$ cat config.mk
export PLATFORM = sky130hd
export DESIGN_NAME = cache_fill_controller_flat
export DESIGN_NICKNAME = d
export VERILOG_FILES = /design/src/rtl/cache_fill_controller_if.sv /design/src/rtl/cache_fill_controller.sv /design/src/flat_wrapper.sv
export SDC_FILE = /design/constraint.sdc
export NUM_CORES = 2
export LEC_CHECK = 0
export BUFFER_PORTS_ARGS = -buffer_cell sky130_fd_sc_hd__buf_2
export CAP_MARGIN = 20
export CORE_MARGIN = 5
export CORE_UTILIZATION = 31
export DETAILED_ROUTE_END_ITERATION = 8
export HOLD_SLACK_MARGIN = 0.02
export PLACE_DENSITY = 0.5
export SYNTH_ARGS = -nofsm -noshare
export SYNTH_HDL_FRONTEND = slang
export SYNTH_SLANG_ARGS = --single-unit
$ cat constraint.sdc
create_clock -name clk -period 13.6 [get_ports clk]
set_input_delay 3.4 -clock clk [delete_from_list [all_inputs] [get_ports clk]]
set_output_delay 3.4 -clock clk [all_outputs]
set_load 0.02 [all_outputs]
$ cat src/rtl/cache_fill_controller_if.sv
// Handshake bundle between the cache fill controller, the processor, main memory and
// the cache RAM address/write path.
interface cache_fill_controller_if #(
  parameter int unsigned ADDRESS_WIDTH  = 10,
  parameter int unsigned MEM_ADDR_WIDTH = 16,
  parameter int unsigned DATA_WIDTH     = 8
);
  logic                      proc_req;
  logic [MEM_ADDR_WIDTH-1:0] proc_mem_addr;
  logic                      proc_stall;
  logic                      mem_rd_req;
  logic [MEM_ADDR_WIDTH-1:0] mem_addr;
  logic                      mem_rd_valid;
  logic [DATA_WIDTH-1:0]     mem_rd_data;
  logic                      cache_sel;
  logic [ADDRESS_WIDTH-1:0]  cache_fsm_addr;
  logic                      cache_wr_en;
  logic [DATA_WIDTH-1:0]     cache_wr_data;
  logic                      fill_done;

  modport master (
    input  proc_req, proc_mem_addr, mem_rd_valid, mem_rd_data,
    output proc_stall, mem_rd_req, mem_addr, cache_sel, cache_fsm_addr, cache_wr_en,
           cache_wr_data, fill_done
  );

  modport slave (
    output proc_req, proc_mem_addr, mem_rd_valid, mem_rd_data,
    input  proc_stall, mem_rd_req, mem_addr, cache_sel, cache_fsm_addr, cache_wr_en,
           cache_wr_data, fill_done
  );
endinterface

$ cat src/rtl/cache_fill_controller.sv
// Direct-mapped read-only cache controller: tag/valid lookup, processor stall on miss,
// and a word-by-word line fill from main memory into the cache data RAM.
module cache_fill_controller #(
  parameter int unsigned ADDRESS_WIDTH  = 10,
  parameter int unsigned MEM_ADDR_WIDTH = 16,
  parameter int unsigned DATA_WIDTH     = 8,
  parameter int unsigned OFFSET_WIDTH   = 2
) (
  input  logic                   clk,
  input  logic                   rst,
  cache_fill_controller_if.master bus
);
  localparam int unsigned IndexWidth = ADDRESS_WIDTH - OFFSET_WIDTH;
  localparam int unsigned TagWidth   = MEM_ADDR_WIDTH - ADDRESS_WIDTH;
  localparam int unsigned NumLines   = 2 ** IndexWidth;

  typedef enum logic [1:0] {StIdle, StReq, StWrite, StDone} state_e;

  state_e                  state_q, state_d;
  logic [TagWidth-1:0]     tag_q, tag_d;
  logic [IndexWidth-1:0]   index_q, index_d;
  logic [OFFSET_WIDTH-1:0] cnt_q, cnt_d;
  logic [DATA_WIDTH-1:0]   data_q, data_d;
  logic [NumLines-1:0]     valid_q;
  logic [TagWidth-1:0]     tags_q [NumLines];
  logic                    line_done;

  logic [TagWidth-1:0]   proc_tag;
  logic [IndexWidth-1:0] proc_index;
  logic                  hit;

  assign proc_tag   = bus.proc_mem_addr[MEM_ADDR_WIDTH-1:ADDRESS_WIDTH];
  assign proc_index = bus.proc_mem_addr[ADDRESS_WIDTH-1:OFFSET_WIDTH];
  assign hit        = valid_q[proc_index] && (tags_q[proc_index] == proc_tag);

  always_ff @(posedge clk or posedge rst) begin
    if (rst) begin
      state_q <= StIdle;
      tag_q   <= '0;
      index_q <= '0;
      cnt_q   <= '0;
      data_q  <= '0;
      valid_q <= '0;
    end else begin
      state_q <= state_d;
      tag_q   <= tag_d;
      index_q <= index_d;
      cnt_q   <= cnt_d;
      data_q  <= data_d;
      if (line_done) begin
        valid_q[index_q] <= 1'b1;
      end
    end
  end

  // Tag storage is deliberately not reset; the valid bits alone gate a hit.
  always_ff @(posedge clk) begin
    if (line_done) begin
      tags_q[index_q] <= tag_q;
    end
  end

  always_comb begin
    state_d            = state_q;
    tag_d              = tag_q;
    index_d            = index_q;
    cnt_d              = cnt_q;
    data_d             = data_q;
    line_done          = 1'b0;
    bus.proc_stall     = 1'b0;
    bus.mem_rd_req     = 1'b0;
    bus.mem_addr       = '0;
    bus.cache_sel      = 1'b0;
    bus.cache_fsm_addr = '0;
    bus.cache_wr_en    = 1'b0;
    bus.cache_wr_data  = '0;
    bus.fill_done      = 1'b0;

    unique case (state_q)
      StIdle: begin
        // Stall is combinational on the lookup; masked so outputs read 0 while in reset.
        bus.proc_stall = bus.proc_req && !hit && !rst;
        if (bus.proc_req && !hit) begin
          tag_d   = proc_tag;
          index_d = proc_index;
          cnt_d   = '0;
          state_d = StReq;
        end
      end
      StReq: begin
        bus.cache_sel  = 1'b1;
        bus.proc_stall = 1'b1;
        bus.mem_rd_req = 1'b1;
        bus.mem_addr   = {tag_q, index_q, cnt_q};
        if (bus.mem_rd_valid) begin
          data_d  = bus.mem_rd_data;
          state_d = StWrite;
        end
      end
      StWrite: begin
        bus.cache_sel      = 1'b1;
        bus.proc_stall     = 1'b1;
        bus.cache_wr_en    = 1'b1;
        bus.cache_fsm_addr = {index_q, cnt_q};
        bus.cache_wr_data  = data_q;
        if (&cnt_q) begin
          line_done = 1'b1;
          state_d   = StDone;
        end else begin
          cnt_d   = cnt_q + OFFSET_WIDTH'(1);
          state_d = StReq;
        end
      end
      StDone: begin
        bus.proc_stall = 1'b1;
        bus.fill_done  = 1'b1;
        state_d        = StIdle;
      end
      default: state_d = StIdle;
    endcase
  end
endmodule

$ cat src/flat_wrapper.sv
// flat-port wrapper written by rule: the top's interface ports become plain ports
module cache_fill_controller_flat 
#(
  parameter int unsigned ADDRESS_WIDTH  = 10,
  parameter int unsigned MEM_ADDR_WIDTH = 16,
  parameter int unsigned DATA_WIDTH     = 8,
  parameter int unsigned OFFSET_WIDTH   = 2
)
  (clk, rst, bus_proc_req, bus_proc_mem_addr, bus_mem_rd_valid, bus_mem_rd_data, bus_proc_stall, bus_mem_rd_req, bus_mem_addr, bus_cache_sel, bus_cache_fsm_addr, bus_cache_wr_en, bus_cache_wr_data, bus_fill_done);
  cache_fill_controller_if #(.ADDRESS_WIDTH(ADDRESS_WIDTH), .MEM_ADDR_WIDTH(MEM_ADDR_WIDTH), .DATA_WIDTH(DATA_WIDTH)) bus_i ();
  input  logic clk;
  input  logic rst;
  input wire logic [$bits(bus_i.proc_req)-1:0] bus_proc_req;
  input wire logic [$bits(bus_i.proc_mem_addr)-1:0] bus_proc_mem_addr;
  input wire logic [$bits(bus_i.mem_rd_valid)-1:0] bus_mem_rd_valid;
  input wire logic [$bits(bus_i.mem_rd_data)-1:0] bus_mem_rd_data;
  output wire logic [$bits(bus_i.proc_stall)-1:0] bus_proc_stall;
  output wire logic [$bits(bus_i.mem_rd_req)-1:0] bus_mem_rd_req;
  output wire logic [$bits(bus_i.mem_addr)-1:0] bus_mem_addr;
  output wire logic [$bits(bus_i.cache_sel)-1:0] bus_cache_sel;
  output wire logic [$bits(bus_i.cache_fsm_addr)-1:0] bus_cache_fsm_addr;
  output wire logic [$bits(bus_i.cache_wr_en)-1:0] bus_cache_wr_en;
  output wire logic [$bits(bus_i.cache_wr_data)-1:0] bus_cache_wr_data;
  output wire logic [$bits(bus_i.fill_done)-1:0] bus_fill_done;
  assign bus_i.proc_req = bus_proc_req;
  assign bus_i.proc_mem_addr = bus_proc_mem_addr;
  assign bus_i.mem_rd_valid = bus_mem_rd_valid;
  assign bus_i.mem_rd_data = bus_mem_rd_data;
  assign bus_proc_stall = bus_i.proc_stall;
  assign bus_mem_rd_req = bus_i.mem_rd_req;
  assign bus_mem_addr = bus_i.mem_addr;
  assign bus_cache_sel = bus_i.cache_sel;
  assign bus_cache_fsm_addr = bus_i.cache_fsm_addr;
  assign bus_cache_wr_en = bus_i.cache_wr_en;
  assign bus_cache_wr_data = bus_i.cache_wr_data;
  assign bus_fill_done = bus_i.fill_done;
  cache_fill_controller #(.ADDRESS_WIDTH(ADDRESS_WIDTH), .MEM_ADDR_WIDTH(MEM_ADDR_WIDTH), .DATA_WIDTH(DATA_WIDTH), .OFFSET_WIDTH(OFFSET_WIDTH)) u_core (.clk(clk), .rst(rst), .bus(bus_i));
endmodule
==> metrics.txt <==
crit path from=bus_proc_mem_addr[4]; # hold bufs at CTS=0; peak supply drop=0.119 mV; post-synthesis sequential area ratio=0.740; Crit Path Max Fanout=59; CTS tree=built; top cells by area, synth=edfxtp_1 64%, mux4_2 13%, dfrtp_1 9.8%; Storage cell area=53,200 um^2; initial antenna violation count=13; Synth Area in Compound Gates=0.0295; GRT overflow=0; Die Height=491 um; Clock Pin Slew Worst Setup and Hold Paths=50 ps; FF-to-FF path depth=10; setup TNS=0 ps; most frequent cells in the layout=1,536 x edfxtp_1, 411 x mux4_2, 301 x nor2_1; Slew Viols, Final=0; Vias=37,500; number of global-route vias before repair=37,400; H-tree depth=4; most common cell after layout, fill and taps aside=edfxtp_1; fillcell total=21,500; CP endpoint kind=output pin; Crit path largest cell delay=1070 ps; largest net degree at the start of global routing=209; Reg-to-Reg Start=u_core.tags_q[39][5]; Max Clock Freq=84.1 MHz; GRT Util Overall=0.178; PD cells=169 nW/um^2; Worst Tran Pin Value=1180 ps; unrepaired setup endpoints after global routing=no; mux cell area share after synthesis=0.154; Layout Area Growth over Synthesis=13.8%; Sink Count=1,818; Final Setup Violations=0; DPL Wire Length=137,000 um; Syn. warnings=0; largest family of logic cells by synthesized area=multiplexers; Max clock buf depth=3; Starting Density=0.312; Cell Chain, Critical Path=buf_8, buf_4, nor2_2, buf_4, a22oi_1, a311oi_1, o21ai_0, a2111oi_1, a211oi_1, xnor2_1, o221ai_1, o31ai_1, o21ai_0, buf_2; final hold violations=0; Post-Synth Simple-Gate Area=0.0574; R2R setup slack=9040 ps; cell count along the critical path=14; DRT iter0 DRCs=4,248; busiest grt layer=met2; CTS Buf Count=180; post-synthesis cell type count=70; Overall Power=13,800 uW; Synth area leader=edfxtp_1; CP Buf/Inv Count=4; Critical R2R Capture=u_core.tag_q[3]; ys async rst share=0.155; Top FF cell, synth=edfxtp_1; share of layout cells above drive strength 1=0.292; Mapped Cells=3,735; wire length per cell=31.1 um; CP delay by family, top=compound AO/OA/AOI/OAI gates; hold depth=1; outcome=finished, final reports clean; Tmin final=11,890 ps; Endpoint, Worst Hold=u_core.valid_q[141]; drt pass-1 iters=6; PortBufs=64; share of the synthesized area in the top cell type=0.642; final wirelength=220,000 um; Syn Area/Cell=19.2 um^2; Post-route DRC=0; slew margin rel.=0.208; Final Cycle Share=0.874; met3 GRT Util=0.0311; post-CTS sizing=0; Avg Vias per Cell=5.30; multi-input logic area=17,400 um^2; die width=491 um; HP Class=reg2reg; met1 Use GR=0.254; max cap viols=0; post-synthesis adder-cell area fraction=0.000871; hold slack=454 ps; die area=242,000 um^2; CP Class=in2out; Arr. time, crit path=8490 ps; M2 GR Usage=0.281; Yosys reg bits=1,818; CP Launch Type=input pin; clk_skew=35.4 ps; Required @ worst endpoint=10,200 ps; Core Rows=176; Ports=67; first-pass GRT wire length=306,000 um; Post-synth EDFFs=1,536; CTS Root Cell=clkbuf_16; Post-CTS Setup Bufs=0; Routed Antenna Nets=0; core area=230,000 um^2; crit path max-delay cell type=a2111oi_1; nets@finish=3,922; XOR/XNOR share of the synthesized area=0.000975; synthesized cell area=71,900 um^2; hold path start=u_core.valid_q[141]; Placer Congestion=0.828; Syn Nets=3,768; Pleak=0.0280 uW; Worst-Skew Late Latency=820 ps
[power by group]
part,internal [uW],switching [uW],leakage (uW)
Combinational,380,1190,0.00735
Clock,2920,2170,0.00294
Sequential,6870,272,0.0177
[synthesized netlist by cell type, types with 12 or more instances]
cell	count
a21oi_1	39
a22oi_1	87
a31oi_1	16
and2_1	46
buf_2	45
buf_4	26
buf_6	27
clkbuf_1	90
dfrtp_1	282
edfxtp_1	1536
mux2_2	37
mux2i_1	114
mux4_2	411
nand2_1	93
nand2b_1	16
nand3_1	33
nor2_1	303
nor2b_1	27
nor3_1	12
o21ai_0	21
o221ai_1	13
o22ai_1	33
or2_2	260
[cell families (layout without fill, tap and decap cells)]
kind of cell	after synthesis	after routing
DFF	1818	1818
and+or+nand+nor	821	821
muxes	573	573
AOI/OAI and AO/OA	296	296
buffers and inverters	214	526
xor gates and xnor gates	8	8
adders and majority gates	5	5
other	0	4
[metrics by stage]
stage | cells | util | setup WS, ps | cell area [um^2]
floorplan | 3735 | - | 2420 | 71900
global placement | 6731 | 0.329 | 1690 | 75700
detailed placement | 6731 | 0.329 | 1790 | 75700
CTS | 7071 | 0.355 | 1760 | 81700
global route | 7074 | 0.355 | 1570 | 81800
finish | 7077 | 0.355 | 1710 | 81800
[final cells by class]
type	instances	area share
flip-flops and latches	1818	0.650
multi-input cells	1703	0.213
clock buffers	266	0.0637
well taps	3026	0.0463
repair buffers	176	0.0159
clock inverters	74	0.00967
inverters	10	0.000581
diodes	4	0.000122
[layer usage]
metal  routed length [um]  share of wire  vias to the layer above
met2               103000           0.47                     1472
met3                14600          0.066                      310
met1                95800           0.44                    20500
met4                 6860          0.031                        4
met5                   21       0.000095                        -
li1                     -              -                    15300
[worst max-delay path by stage]
stage / end / slack [ps]
final: bus_proc_stall / 1710
after CTS: bus_proc_stall / 1760
after global placement: bus_proc_stall / 1690
after floorplan: u_core.cnt_q[0] / 2420
after detailed placement: bus_proc_stall / 1790
after global routing: bus_proc_stall / 1570
[sequential cells by signal, indices dropped and copies added (netlist names)]
name            cells
u_core.data_q       8
u_core.index_q      8
u_core.tag_q        6
u_core.tags_q    1536
u_core.state_q      2
u_core.valid_q    256
u_core.cnt_q        2
No activity file was read; power rests on OpenSTA's default activity.
